## config.mk

```make
export PLATFORM = sky130hd
export DESIGN_NAME = pipe_skid_reg
export DESIGN_NICKNAME = d
export VERILOG_FILES = /design/src/rtl/pipe_pkg.sv /design/src/rtl/sat_counter.sv /design/src/rtl/pipe_skid_reg.sv
export SDC_FILE = /design/constraint.sdc
export NUM_CORES = 1
export LEC_CHECK = 0
export ABC_AREA = 1
export CORE_AREA = 2 2 131 133
export CTS_BUF_LIST = sky130_fd_sc_hd__clkbuf_4 sky130_fd_sc_hd__clkbuf_8
export CTS_CLUSTER_DIAMETER = 40
export CTS_CLUSTER_SIZE = 24
export DETAILED_ROUTE_END_ITERATION = 16
export DIE_AREA = 0 0 133 135
export GPL_TIMING_DRIVEN = 0
export PLACE_DENSITY = 0.71
export SYNTH_ARGS = -nofsm -noshare
export SYNTH_HDL_FRONTEND = slang
export SYNTH_SLANG_ARGS = --single-unit
```

## constraint.sdc

```tcl
create_clock -name clk -period 2.9 [get_ports clk]
set_input_delay 0.29 -clock clk [delete_from_list [all_inputs] [get_ports clk]]
set_output_delay 0.29 -clock clk [all_outputs]
set_load 0.02 [all_outputs]
```

## src/rtl/pipe_pkg.sv

```systemverilog
// Shared types and default sizing for the MEM/WB skid-buffered pipeline stage.
package pipe_pkg;

  // Payload width: WB + DM + ADD + Rd bundle of the MEM/WB stage.
  localparam int DATA_W_DEF = 71;
  // Width of the back-pressure (stall) cycle counter.
  localparam int CNT_W_DEF  = 16;

  // Occupancy of the two-entry stage.
  typedef enum logic [1:0] {
    EMPTY = 2'd0,  // no entries held
    BUSY  = 2'd1,  // main entry only
    FULL  = 2'd2   // main + skid entries
  } state_t;

endpackage

```

## src/rtl/sat_counter.sv

```systemverilog
// Saturating up-counter: counts cycles with i_inc high and sticks at all-ones.
module sat_counter #(
  parameter int CNT_W = 16
) (
  input  logic             clk,
  input  logic             rst,
  input  logic             i_inc,
  output logic [CNT_W-1:0] o_cnt
);

  logic [CNT_W-1:0] r_cnt;

  // Count up on i_inc, hold once every bit is set; reset clears.
  always_ff @(posedge clk) begin
    if (rst) begin
      r_cnt <= '0;
    end else if (i_inc && (r_cnt != {CNT_W{1'b1}})) begin
      r_cnt <= r_cnt + {{(CNT_W-1){1'b0}}, 1'b1};
    end
  end

  assign o_cnt = r_cnt;

endmodule

```

## src/rtl/pipe_skid_reg.sv

```systemverilog
// Two-entry skid register for the MEM/WB stage.
// in_ready comes straight from a flop so the upstream stage never sees a
// combinational path from out_ready; the skid entry absorbs the one beat
// that can arrive in the cycle downstream stalls.
//
// state | meaning
// EMPTY | nothing held, out_valid low, in_ready high
// BUSY  | main holds the head beat, in_ready high
// FULL  | main + skid both hold beats, in_ready low
module pipe_skid_reg
  import pipe_pkg::*;
#(
  parameter int DATA_W = DATA_W_DEF,
  parameter int CNT_W  = CNT_W_DEF
) (
  input  logic              clk,
  input  logic              rst,
  input  logic              flush,
  input  logic              in_valid,
  output logic              in_ready,
  input  logic [DATA_W-1:0] in_data,
  output logic              out_valid,
  input  logic              out_ready,
  output logic [DATA_W-1:0] out_data,
  output logic [CNT_W-1:0]  stall_cnt
);

  state_t            r_state;
  state_t            w_state_nxt;
  logic [DATA_W-1:0] r_main;
  logic [DATA_W-1:0] r_skid;
  logic              r_in_ready;
  logic              w_out_valid;
  logic              w_stall;

  // State register.
  always_ff @(posedge clk) begin
    if (rst) begin
      r_state <= EMPTY;
    end else begin
      r_state <= w_state_nxt;
    end
  end

  // Next-state logic; flush forces EMPTY regardless of handshakes.
  always_comb begin
    w_state_nxt = r_state;
    if (flush) begin
      w_state_nxt = EMPTY;
    end else begin
      case (r_state)
        EMPTY: if (in_valid) w_state_nxt = BUSY;
        BUSY: begin
          if (in_valid && !out_ready)      w_state_nxt = FULL;
          else if (!in_valid && out_ready) w_state_nxt = EMPTY;
        end
        FULL:  if (out_ready) w_state_nxt = BUSY;
        default: w_state_nxt = EMPTY;
      endcase
    end
  end

  // Outputs decoded from state; payload is forced to zero when not valid.
  always_comb begin
    w_out_valid = (r_state == BUSY) || (r_state == FULL);
    w_stall     = w_out_valid && !out_ready;
    out_data    = w_out_valid ? r_main : '0;
  end

  // in_ready is registered from the next state so it only changes at an edge.
  always_ff @(posedge clk) begin
    if (rst) begin
      r_in_ready <= 1'b1;
    end else begin
      r_in_ready <= (w_state_nxt != FULL);
    end
  end

  // Entry datapath: load main/skid on accepted beats, promote skid on drain.
  always_ff @(posedge clk) begin
    if (rst || flush) begin
      r_main <= '0;
      r_skid <= '0;
    end else begin
      case (r_state)
        EMPTY: if (in_valid) r_main <= in_data;
        BUSY: begin
          if (in_valid && out_ready)       r_main <= in_data;
          else if (in_valid && !out_ready) r_skid <= in_data;
        end
        FULL:  if (out_ready) r_main <= r_skid;
        default: ;
      endcase
    end
  end

  sat_counter #(
    .CNT_W (CNT_W)
  ) u_stall_cnt (
    .clk   (clk),
    .rst   (rst),
    .i_inc (w_stall),
    .o_cnt (stall_cnt)
  );

  assign in_ready  = r_in_ready;
  assign out_valid = w_out_valid;

endmodule

```

Word-level counts from Yosys, hierarchy flattened
Cells that the tools add are included.
{ "op_classes": {"reduce_logical": 13, "muxes": 11, "addsub": 1, "bitwise_logic": 1, "n_eq_ne": 7} }
{ "ops": {"columns": ["operator", "n"], "rows": [
  ["$mux 71", 4],
  ["$pmux 71 s3", 1],
  ["$add 16x1->16 const B", 1],
  ["$ne 16x16->1 const B", 1],
  ["$mux 2", 5],
  ["$ne 2x2->1 const B", 3],
  ["$pmux 2 s3", 1],
  ["$logic_and 1x1->1", 5],
  ["$reduce_and 4->1", 1],
  ["$reduce_and 3->1", 1],
  ["$reduce_bool 3->1", 1],
  ["$eq 2x1->1 const B", 1],
  ["$eq 2x2->1 const B", 1],
  ["$logic_not 1->1", 2],
  ["$logic_not 2->1", 1],
  ["$logic_or 1x1->1", 2],
  ["$ne 2x1->1 const B", 1],
  ["$not 1->1", 1]
]} }
{ "totals": {"reg_bits": 161, "in_bits": 76, "word_cells": 38, "out_inout_bits": 89} }

Logic depth before layout (Yosys ltp)
{ "depth": {"depth_word": 7, "mapped_depth": 10, "depth_no_buf": 9} }

By module
A second synthesis with hierarchy kept.
{ "hier_totals": {"hier_cells": 1414, "area_unflattened_um2": 8690.8} }
{ "modules_own_cells": {"columns": ["mod", "area_each_um2", "seq_area_each_um2", "instances", "cells_per_inst"], "rows": [
  ["pipe_skid_reg", 7761.2, 2902.8, 1, 1265],
  ["sat_counter", 929.6, 320.3, 1, 149]
]} }

Least setup slack after synthesis
No wires, ideal clock.
{ "synth_timing": {"path_type": "register to output", "start": "register r_state[0]", "end": "output port out_data[0]", "n_path_buf": 2, "required_ns": 2.610, "setup_slack_ns": 1.005, "stages_incl_launch_ff": 7, "arrival_time_ns": 1.605, "cell_sequence": "dfxtp_1 -> inv_1 -> ha_1 -> clkbuf_1 -> clkbuf_1 -> nand2_1 -> inv_1"} }
{ "synth_via": {"elab_chain_cells": 3, "elab_cells_between_ends": 4, "classes_between": "eq/ne: 2; mux: 1; reduce/logical: 1"} }
{ "synth_lines": {"columns": ["item", "line_no", "text"], "rows": [
  ["start, declared", "pipe_skid_reg.sv:28", "state_t r_state;"],
  ["start signal, assigned", "pipe_skid_reg.sv:41", "r_state <= w_state_nxt;"],
  ["$eq 2x1->1 or $eq 2x2->1 (tied branches)", "pipe_skid_reg.sv:65", "w_out_valid = (r_state == BUSY) || (r_state == FULL);"],
  ["$logic_or 1x1->1 *", "pipe_skid_reg.sv:65", null],
  ["named net out_valid", "pipe_skid_reg.sv:22", "output logic out_valid,"],
  ["$mux 71 *", "pipe_skid_reg.sv:67", "out_data = w_out_valid ? r_main : '0;"],
  ["end, declared", "pipe_skid_reg.sv:24", "output logic [DATA_W-1:0] out_data,"]
]} }
The timed path passes the listed nets; every way through them passes the cells marked *.

Worst setup path in the final report
{ "layout_timing": {"start": "register r_state[0]", "end": "output port out_data[31]"} }
{ "layout_via": {"elab_chain_cells": 3, "elab_cells_between_ends": 4, "classes_between": "eq/ne: 2; mux: 1; reduce/logical: 1"} }
{ "layout_lines": {"columns": ["item", "line_no"], "rows": [
  ["$eq 2x1->1 or $eq 2x2->1 (tied branches)", "pipe_skid_reg.sv:65"],
  ["$logic_or 1x1->1 *", "pipe_skid_reg.sv:65"],
  ["$mux 71 *", "pipe_skid_reg.sv:67"]
]} }
Mark *: on every way between the ends. The rest lies on a longest branch, timed or not.

==> results.md <==
| Step | Result | This run |
|---|---|---|
| outcome | Status | completed |
| sta | Fin. max-slew vios | 0 |
| synthesis | Synthesized instance count | 958 |
| clock network | Num Clock Sinks | 161 |
| floorplan | Die height | 135 um |
| clock network | Post CTS Setup Buffer Count | 0 |
| clock network | Clock insertion delay at the later pin of the skew report | 0.46 ns |
| sta | Count of endpoints failing hold in the final timing report | 0 |
| worst setup path | Slowest cell on the critical path | clkdlybuf4s50_1 |
| worst setup path | Buffers & Inverters on Critical Path | 4 |
| worst setup path | Worst setup path startpoint | r_state[0]$_SDFF_PP0_ |
| cells and area | Inserted Diodes | 0 |
| drt | Drt pass-1 iters | 5 |
| sta | RSZ-0062 raised after global routing | false |
| cells and area | Relative area change from synthesis to final layout | 32.54% |
| sta | Worst slew margin relative to its limit | 62.09% |
| floorplan | Die Span X | 133 um |
| worst setup path | Crit-path cells | inv_1 -> ha_4 -> buf_2 -> nand2_1 -> inv_1 -> clkdlybuf4s50_1 |
| sta | Worst-case clock skew | 0.02075 ns |
| worst setup path | Endpoint class of the critical path | output port |
| grt | Antenna violations before repair | 0 |
| synthesis | Seq cells post-synth | 161 |
| floorplan | Core region area | 16410 um2 |
| synthesis | Post-synthesis cell type count | 25 |
| synthesis | Share of the yosys chip area belonging to registers | 44.34% |
| place | IO Port Bufs | 164 |
| sta | Worst hold slack after final layout | 0.4425 ns |
| sta | Least-Margin Pin Slew | 0.5686 ns |
| worst setup path | Nature of the critical path startpoint | flip-flop |
| synthesis | Synth Area in Adders | 0.8607% |
| floorplan | Total number of placement rows | 47 |
| cells and area | Final core utilization | 58.71% |
| grt | First-pass GRT wire length | 32660 um |
| synthesis | Largest cells by area after synthesis | dfxtp_1 44%, nand2_1 10%, a21oi_1 10% |
| cells and area | Most common cell after layout, fill and taps aside | nand2_1 |
| worst setup path | Required time worst endpoint | 2.61 ns |
| sta | Total negative slack for setup checks | 0 ns |
| drt | Wirelength per Cell | 14.68 um |
| synthesis | Main combinational cell family by area after synthesis | simple AND/OR/NAND/NOR gates |
| power | Design Power | 4.564 mW |
| worst setup path | RR Startpoint | r_state[0]$_SDFF_PP0_ |
| drt | Remaining design rule violation count | 0 |
| sta | Shortest clock period the worst path allows after layout | 2.703 ns |
| synthesis | Portion of synthesized cell area occupied by the leading cell type | 44.34% |
| clock network | CTS buffer count | 17 |
| worst setup path | Worst reg2reg endpoint | r_main[4]$_SDFFE_PP0P_ |
| grt | All-layer global routing usage | 22.70% |
| cells and area | Net count reported at finish | 1221 |
| synthesis | Xor/xnor share of the synthesized area | 0.7230% |
| clock network | H-tree lvl count | 4 |
| clock network | Cts-stage hold buffer count | 0 |
| drt | 1st-iter DRT viols | 363 |
| floorplan | DIE AREA | 17960 um2 |
| place | Post-Place Setup Slack | 0.04009 ns |
| drt | Final ANT Viol Nets | 0 |
| synthesis | Library cell with the largest summed area after synthesis | dfxtp_1 |
| grt | Maximum number of pins on one net before global-route repair | 17 |
| sta | Endpoints failing setup | 0 |
| worst setup path | Cell family with most CP delay | buffers and inverters |
| synthesis | Area share of and/or/nand/nor cells after synthesis | 18.64% |
| floorplan | Initial core utilization | 44.30% |
| grt | Total congestion overflow after global routing | 0 |
| cells and area | Fill cells | 1496 |
| power | Power per cell area | 473.8 nW/um2 |
| power | Pleak | 3.745 nW |
| sta | Final period util | 93.20% |
| synthesis | Share of cell area taken by muxes after synthesis | 9.778% |
| floorplan | # IOs | 165 |
| sta | Final critical-path setup slack | 0.1973 ns |
| place | RePlAce Congestion | 0.8146 |
| drt | Routed WL | 20160 um |
| worst setup path | FF-to-FF path depth | 9 |
| worst setup path | Worst-case register-to-register setup slack | 0.69 ns |
| worst setup path | Critical Path AT | 2.41 ns |
| sta | Top achievable clock speed | 0.3700 GHz |
| synthesis | Syn avg cell area | 7.587 um2 |
| worst setup path | Biggest cell delay along the critical path | 0.60 ns |
| power | Maximum vdd drop | 0.2687 mV |
| grt | Via count of the first global-routing pass | 6522 |
| drt | Via-to-Cell Ratio | 5.076 |
| flow run | Count of max-cap constraint violations | 0 |
| min path | Worst min path class | in -> reg |
| worst setup path | Crit path max fanout | 10 |
| place | Dpl hpwl | 14190 um |
| min path | Beginning of the worst hold path | in_data[61] |
| clock network | Number of buffers on the longest clock path | 2 |
| worst setup path | Kind of critical path | reg -> out |
| synthesis | Mapped cell area | 7268 um2 |
| cells and area | Share of post-route cells with drive strength above 1 | 7.892% |
| worst setup path | Most Frequent Cell on Critical Path | inv_1 |
| cells and area | Commonest cells after routing, fill and taps aside | 201 x nand2_1, 164 x clkdlybuf4s50_1, 161 x dfxtp_1 |
| synthesis | Synth Net Count | 1039 |
| clock network | Clock Pin Slew Worst Setup and Hold Paths | 0.08 ns |
| worst setup path | Number of cells on the critical path | 6 |
| synthesis | Synth Warn # | 0 |
| synthesis | Synth Area in Compound Gates | 16.54% |
| clock network | CTS root buffer | clkbuf_8 |
| worst setup path | Timing endpoint of the critical path | out_data[31] |
| drt | Via count | 6969 |
| clock network | CTS tree | built |
per-layer routing:
layer	part of all wire (%)	GRT usage, %
met5	0	0
met4	1.4	6.691
met3	5.6	5.443
met2	47	37.05
met1	46	29.99
area by class of cell:
| class | instances | area (um2) | area share [%] |
|---|---|---|---|
| clock inverters | 12 | 156.4 | 1.624 |
| plain buffers | 69 | 334.1 | 3.468 |
| inverters | 90 | 337.8 | 3.507 |
| repair buffers | 164 | 1642 | 17.04 |
| multi-input cells | 637 | 3396 | 35.25 |
| well taps | 220 | 275.3 | 2.858 |
| flip-flops and latches | 161 | 3223 | 33.46 |
| clock buffers | 20 | 269.0 | 2.793 |
cells by family after synthesis:
group,Yosys count
XOR/XNOR,6
adder cells (fa/ha/maj),5
AO/OA/AOI/OAI,232
multiplexers,71
flip-flops,161
buffers and inverters,160
AND/OR/NAND/NOR,323
worst min-delay path by stage:
stage	endpoint	slack, ns	cells past startpoint
5_1_grt	r_skid[63]$_SDFFE_PP0P_	0.42	3
3_3_place_gp	r_skid[57]$_SDFFE_PP0P_	0.45	2
2_1_floorplan	u_stall_cnt.o_cnt[2]$_SDFFE_PP0P_	0.36	1
6_report	r_skid[61]$_SDFFE_PP0P_	0.44	3
4_1_cts	r_skid[61]$_SDFFE_PP0P_	0.41	3
3_5_place_dp	r_skid[57]$_SDFFE_PP0P_	0.45	2
through the flow:
| step | std cells | area [um2] |
|---|---|---|
| after CTS | 1373 | 9620 |
| final | 1373 | 9633 |
| after floorplan | 958 | 7268 |
| after detailed placement | 1342 | 9185 |
| after global placement | 1342 | 9185 |
| after global routing | 1373 | 9633 |
synth_stat cells, drive strengths merged:
| cell type | number |
|---|---|
| nand2 | 201 |
| dfxtp | 161 |
| a21oi | 157 |
| inv | 90 |
| nand3 | 83 |
| o21ai | 75 |
| mux2i | 71 |
| buf | 35 |
| clkbuf | 35 |
| nor2 | 30 |
| nand4 | 6 |
| ha | 5 |
| xnor2 | 3 |
| xor2 | 3 |
| nand3b | 1 |
| nor3 | 1 |
| nor4 | 1 |
state kept, by name, summed over array words and instances (netlist names):
register,count
r_main,71
r_skid,71
u_stall_cnt.o_cnt,16
r_state,2
in_ready,1
worst reg2reg max path: stages, from the launching register on:
cell and delay [ns]:
dfxtp_1 0.44, inv_1 0.13, ha_1 0.21, buf_2 0.19, nand2_1 0.09, nand2_1 0.10, nor3_4 0.33, buf_6 0.22
buf_2 0.25, a21oi_1 0.12
power by group:
group / total [mW] / switching [mW] / internal (mW)
combinational: 0.507 / 0.295 / 0.213
sequential: 2.30 / 0.0306 / 2.27
clock: 1.76 / 0.849 / 0.908
total: 4.56 / 1.17 / 3.39
timing repair:
item	4_1_cts	5_1_grt
endpoints found under the hold margin	0	0
gates resized for setup	9	8
endpoints found under the setup margin	70	68
Note: power is estimated with default switching activity, not from simulation.
